<file path="config.mk">
export PLATFORM = sky130hd
export DESIGN_NAME = sensor_stream_tx
export DESIGN_NICKNAME = d
export VERILOG_FILES = /design/src/rtl/rpu_pkg.sv /design/src/rtl/sync_fifo_ptr.sv /design/src/rtl/sensor_stream_tx.sv
export SDC_FILE = /design/constraint.sdc
export NUM_CORES = 1
export LEC_CHECK = 0
export ABC_AREA = 1
export CAP_MARGIN = 20
export CORE_MARGIN = 3
export CORE_UTILIZATION = 35
export DETAILED_ROUTE_END_ITERATION = 6
export PLACE_DENSITY = 0.6
export SLEW_MARGIN = 40
export SYNTH_ARGS = -nofsm -noshare
export SYNTH_HDL_FRONTEND = slang
export SYNTH_SLANG_ARGS = --single-unit
</file>
<file path="constraint.sdc">
create_clock -name clk -period 1.8 [get_ports clk]
set_input_delay 0.27 -clock clk [delete_from_list [all_inputs] [get_ports clk]]
set_output_delay 0.27 -clock clk [all_outputs]
set_load 0.02 [all_outputs]
</file>
<file path="src/rtl/rpu_pkg.sv">
// Types and constants shared by rpu_top and the sensor-stream transmitter.
package rpu_pkg;

    localparam int SENSOR_W = 8;

    typedef enum logic [2:0] {
        IDLE,
        ARM,
        READY,
        SEND,
        GAP
    } tx_state_t;

endpackage

</file>
<file path="src/rtl/sync_fifo_ptr.sv">
// DEPTH x DATA_W synchronous FIFO with wrap-around pointers and same-cycle push/pop.
import rpu_pkg::*;

module sync_fifo_ptr #(
    parameter int DATA_W = 8,
    parameter int DEPTH  = 4
) (
    input  logic              clk,
    input  logic              rst,
    input  logic              push,
    input  logic              pop,
    input  logic [DATA_W-1:0] wdata,
    output logic [DATA_W-1:0] rdata,
    output logic              full,
    output logic              empty
);

    localparam int PTR_W = (DEPTH > 1) ? $clog2(DEPTH) : 1;
    localparam int CNT_W = PTR_W + 1;

    logic [DATA_W-1:0] mem [DEPTH];
    logic [PTR_W-1:0]  wr_ptr;
    logic [PTR_W-1:0]  rd_ptr;
    logic [CNT_W-1:0]  count;
    logic              do_push;
    logic              do_pop;

    // A push into a full FIFO is still taken when a pop frees the head slot in the same cycle.
    assign do_pop  = pop && !empty;
    assign do_push = push && (!full || do_pop);

    assign full  = (count == CNT_W'(DEPTH));
    assign empty = (count == '0);
    assign rdata = mem[rd_ptr];

    always_ff @(posedge clk) begin
        if (do_push) begin
            mem[wr_ptr] <= wdata;
        end
    end

    always_ff @(posedge clk) begin
        if (!rst) begin
            wr_ptr <= '0;
            rd_ptr <= '0;
            count  <= '0;
        end else begin
            if (do_push) begin
                wr_ptr <= wr_ptr + PTR_W'(1);
            end
            if (do_pop) begin
                rd_ptr <= rd_ptr + PTR_W'(1);
            end
            case ({do_push, do_pop})
                2'b10:   count <= count + CNT_W'(1);
                2'b01:   count <= count - CNT_W'(1);
                default: count <= count;
            endcase
        end
    end

endmodule

</file>
<file path="src/rtl/sensor_stream_tx.sv">
// Buffers sensor samples and paces them into rpu_top as one-cycle data_valid pulses
// separated by a guaranteed idle gap, once armed by start.
import rpu_pkg::*;

module sensor_stream_tx #(
    parameter int DATA_W      = SENSOR_W,
    parameter int DEPTH       = 4,
    parameter int GAP_CYCLES  = 4,
    parameter int START_DELAY = 2
) (
    input  logic              clk,
    input  logic              rst,
    input  logic              start,
    input  logic              stop,
    input  logic [DATA_W-1:0] sample_in,
    input  logic              sample_wr,
    output logic [DATA_W-1:0] sensor_data,
    output logic              data_valid,
    output logic              fifo_full,
    output logic              fifo_empty,
    output logic              overflow,
    output logic              busy
);

    localparam int CNT_MAX = (GAP_CYCLES > START_DELAY) ? GAP_CYCLES : START_DELAY;
    localparam int CNT_W   = $clog2(CNT_MAX + 1);

    tx_state_t         state;
    tx_state_t         state_nxt;
    logic [CNT_W-1:0]  cnt;
    logic [CNT_W-1:0]  cnt_nxt;
    logic              stop_pend;
    logic              stop_pend_nxt;
    logic              pop;
    logic              start_ok;
    logic [DATA_W-1:0] fifo_head;

    // Interface: sample_wr is a strobe with no ready (a push into a full FIFO is dropped and
    // flagged in overflow); data_valid qualifies sensor_data for one cycle with no backpressure.
    sync_fifo_ptr #(
        .DATA_W (DATA_W),
        .DEPTH  (DEPTH)
    ) u_fifo (
        .clk   (clk),
        .rst   (rst),
        .push  (sample_wr),
        .pop   (pop),
        .wdata (sample_in),
        .rdata (fifo_head),
        .full  (fifo_full),
        .empty (fifo_empty)
    );

    assign data_valid = (state == SEND);
    assign busy       = (state != IDLE);

    always_comb begin
        state_nxt     = state;
        cnt_nxt       = cnt;
        stop_pend_nxt = stop_pend;
        pop           = 1'b0;
        start_ok      = 1'b0;
        case (state)
            IDLE: begin
                stop_pend_nxt = 1'b0;
                if (start && !stop) begin
                    start_ok = 1'b1;
                    if (START_DELAY == 0) begin
                        state_nxt = READY;
                    end else begin
                        state_nxt = ARM;
                        cnt_nxt   = CNT_W'(START_DELAY);
                    end
                end
            end
            ARM: begin
                if (stop) begin
                    state_nxt = IDLE;
                end else if (cnt == '0) begin
                    state_nxt = READY;
                end else begin
                    cnt_nxt = cnt - CNT_W'(1);
                end
            end
            READY: begin
                if (stop) begin
                    state_nxt = IDLE;
                end else if (!fifo_empty) begin
                    pop       = 1'b1;
                    state_nxt = SEND;
                end
            end
            SEND: begin
                stop_pend_nxt = stop_pend || stop;
                state_nxt     = GAP;
                cnt_nxt       = CNT_W'(GAP_CYCLES);
            end
            GAP: begin
                stop_pend_nxt = stop_pend || stop;
                // cnt==1 marks the last gap cycle; the next pulse may issue on this edge.
                if (cnt == CNT_W'(1)) begin
                    if (stop_pend || stop) begin
                        state_nxt     = IDLE;
                        stop_pend_nxt = 1'b0;
                    end else if (!fifo_empty) begin
                        pop       = 1'b1;
                        state_nxt = SEND;
                    end else begin
                        state_nxt = READY;
                    end
                end else begin
                    cnt_nxt = cnt - CNT_W'(1);
                end
            end
            default: begin
                state_nxt = IDLE;
            end
        endcase
    end

    always_ff @(posedge clk) begin
        if (!rst) begin
            state       <= IDLE;
            cnt         <= '0;
            stop_pend   <= 1'b0;
            overflow    <= 1'b0;
            sensor_data <= '0;
        end else begin
            state     <= state_nxt;
            cnt       <= cnt_nxt;
            stop_pend <= stop_pend_nxt;
            if (sample_wr && fifo_full && !pop) begin
                overflow <= 1'b1;
            end else if (start_ok) begin
                overflow <= 1'b0;
            end
            if (pop) begin
                sensor_data <= fifo_head;
            end
        end
    end

endmodule

</file>
==> results.md <==
* Setup CP Type: flop to flop
* Slew @ Worst Pin at 499 ps
* Post-layout min period at 1730 ps
* Max Freq at 578 MHz
* Total track usage at 12.7%
* Slew headroom at 66.7%
* Die Wd at 90.4 um
* DR iter-0 viols at 63
* Worst Setup Start Kind: flop
* Global-route wire length before repair at 8420 um
* Nets at 330
* Clk root buf: clkbuf_8
* Register area at 1430 sq um
* Clock skew at 7.85 ps
* Gr ovfl total at 0
* CTS tree: built
* Hold Path Class: flop to flop
* Status: finished clean
* Top-area cell type share of the netlist area at 38.6%
* CTS Hold Buffers Added at 0
* Post-synthesis sequential area ratio at 57.1%
* Arr. time, crit path at 1940 ps
* Vias at 1844
* Avg Vias per Cell at 4.54
* I/O Buffers at 25
* Pleak at 0.00128 uW
* DRC violations left at 0
* Cell variety after synth at 33
* Clock Latency Late Sink at 310 ps
* Vias in the first global route at 1762
* Core Box Area at 6830 sq um
* Detailed Place HPWL at 3490 um
* DR WL/cell at 12.0 um
* Layout cell share with drive strength beyond 1 at 21.9%
* Synth area leader: edfxtp_1
* Hold_ws at 525 ps
* Largest vdd supply drop at 0.594 mV
* Num CTS Buffers at 5
* Most used DFF post-synth: edfxtp_1
* Fin area at 3210 sq um
* Async SR Flop Fraction at 0%
* Final std cells w/o fill at 406
* Die ar. at 8170 sq um
* Final setup viols at 0
* Post-layout util at 47.0%
* Post-Syn Area at 2490 sq um
* Io pins at 26
* Syn Nets at 279
* Synth Instances at 258
* Placed instance area at 2990 sq um
* Initial core utilization at 36.5%
* Ranking of synthesized cells by area: edfxtp_1, dfxtp_1, nor2_1, o21ai_0, inv_1
* Fillcell total at 663
* Inst Count DP at 395
* H-tree depth at 2
* FF+latch count, synth at 55
* TritonRoute pass-1 iters at 4
* Die H at 90.4 um
* Worst setup EP type: flop
* CTS Buffer Depth at 2
* Tcrit/Tclk final at 96.1%
* Largest net degree at the start of global routing at 19
* Antenna-violating nets left at 0
* Initial antenna violation count at 0
* Footprint of the multi-input gates at 935 sq um
* Pwr Density at 1120 nW/um^2
* Synth warnings at 0
* Critical Path RT at 2010 ps
* Max-Cap Viols at 0
* CTS Sinks at 55
* Rows at 30
* Avg Inst Size Synth at 9.66 sq um
* # diodes at 0
* RSZ-0062 raised after global routing: yes
* Synth-to-Final Area Change at 28.9%
* Final WL at 4870 um
* GPL Wtd Cong at 0.868
* CP Max Fanout at 5
* Reg clk slew, reported paths at 100 ps
* Number of enable flip-flop cells after synthesis at 32
* Final hold violations at 0
* Slew Limit Fails at 0
==> kinds of logic after synthesis <==
| family | share of synthesized area [%] |
|---|---|
| flip-flops | 57.1 |
| AND/OR/NAND/NOR | 19.1 |
| XOR/XNOR | 0.352 |
| AO/OA/AOI/OAI | 12.3 |
| adder cells (fa/ha/maj) | 4.32 |
| buffers and inverters | 6.88 |
==> final timing paths <==
path | to | slack, ps | start | cells after the start
max reg2reg | u_fifo.count[1] | 70 | state[1] | 10
min reg2reg | stop_pend | 520 | stop_pend | 2
max | u_fifo.count[1] | 70 | state[1] | 10
min | stop_pend | 520 | stop_pend | 2
==> stage by stage <==
| stage | TNS, ps | setup slack, ps | total power (uW) |
|---|---|---|---|
| after floorplan | -322 | -10.1 | 2250 |
| after global placement | -3780 | -200 | 2590 |
| after detailed placement | -4500 | -227 | 2600 |
| after CTS | 0 | 22.0 | 3560 |
| after global routing | -195 | -47.5 | 3840 |
| final | 0 | 70.4 | 3600 |
==> critical path, stage by stage (launching register included) <==
cell and delay (ps):
dfxtp_4 360, nor2_4 160, nand2_2 90, nor2_4 120, nand2_4 80, nand2_8 90
nand2_4 50, fa_2 530, inv_2 30, nor2_2 60, nor2_1 40
==> sequential cells by signal, summed over array words and instances, names as in the netlist <==
| name | flops |
|---|---|
| cnt | 3 |
| u_fifo.mem | 32 |
| sensor_data | 8 |
| overflow | 1 |
| state | 3 |
| u_fifo.count | 3 |
| stop_pend | 1 |
| u_fifo.wr_ptr | 2 |
| u_fifo.rd_ptr | 2 |
==> where the power goes <==
| part | switching, uW | leakage, uW | internal [uW] |
|---|---|---|---|
| clock network | 410 | 0.0000703 | 565 |
| registers | 82.3 | 0.000483 | 1480 |
| logic | 626 | 0.000731 | 440 |
==> synthesized netlist by cell type (2+ instances only) <==
library cell  count
nand3_1           3
dfxtp_1          23
nor2_1           56
edfxtp_1         32
o21ai_0          30
nor3_1            4
nor2_4            3
a21oi_1           9
o21ai_1           6
nand2_2           2
inv_1            30
ha_1              7
a31oi_1           8
nand2_4           4
nand2_1          18
buf_2             3
nor2_2            3
a211oi_1          2
==> what timing repair did <==
item                       4_1_cts  5_1_grt
buffers inserted                 0        3
pin swaps                        1        9
setup endpoints to repair        5        8
gates resized for setup          4       21
hold endpoints to repair         0        0
==> cells in the final DEF, fill, tap and decap left out, types with 5 or more instances in the layout <==
| cell | instances |
|---|---|
| a21oi_1 | 8 |
| a31oi_1 | 8 |
| buf_4 | 22 |
| clkbuf_8 | 5 |
| clkdlybuf4s50_1 | 21 |
| dfxtp_1 | 20 |
| edfxtp_1 | 32 |
| ha_1 | 6 |
| inv_1 | 27 |
| nand2_1 | 16 |
| nor2_1 | 51 |
| nor2_2 | 8 |
| o21ai_0 | 30 |
| o21ai_1 | 6 |
==> layout make-up <==
class | instances | share of cell area (%)
flip-flops and latches | 55 | 44.5
inverters | 34 | 4.17
repair buffers | 50 | 14.1
well taps | 96 | 3.74
multi-input cells | 163 | 29.1
clock inverters | 3 | 2.22
clock buffers | 5 | 2.14
==> routing by layer <==
layer | vias to the layer above | track usage, % | share of wire (%)
li1 | 956 | - | -
met1 | 848 | 16.7 | 45
met2 | 36 | 21.2 | 49
met3 | 4 | 3.25 | 5.3
met4 | 0 | 3.06 | 0.76
met5 | - | 0 | 0
Power figures use the tool's default switching activity.
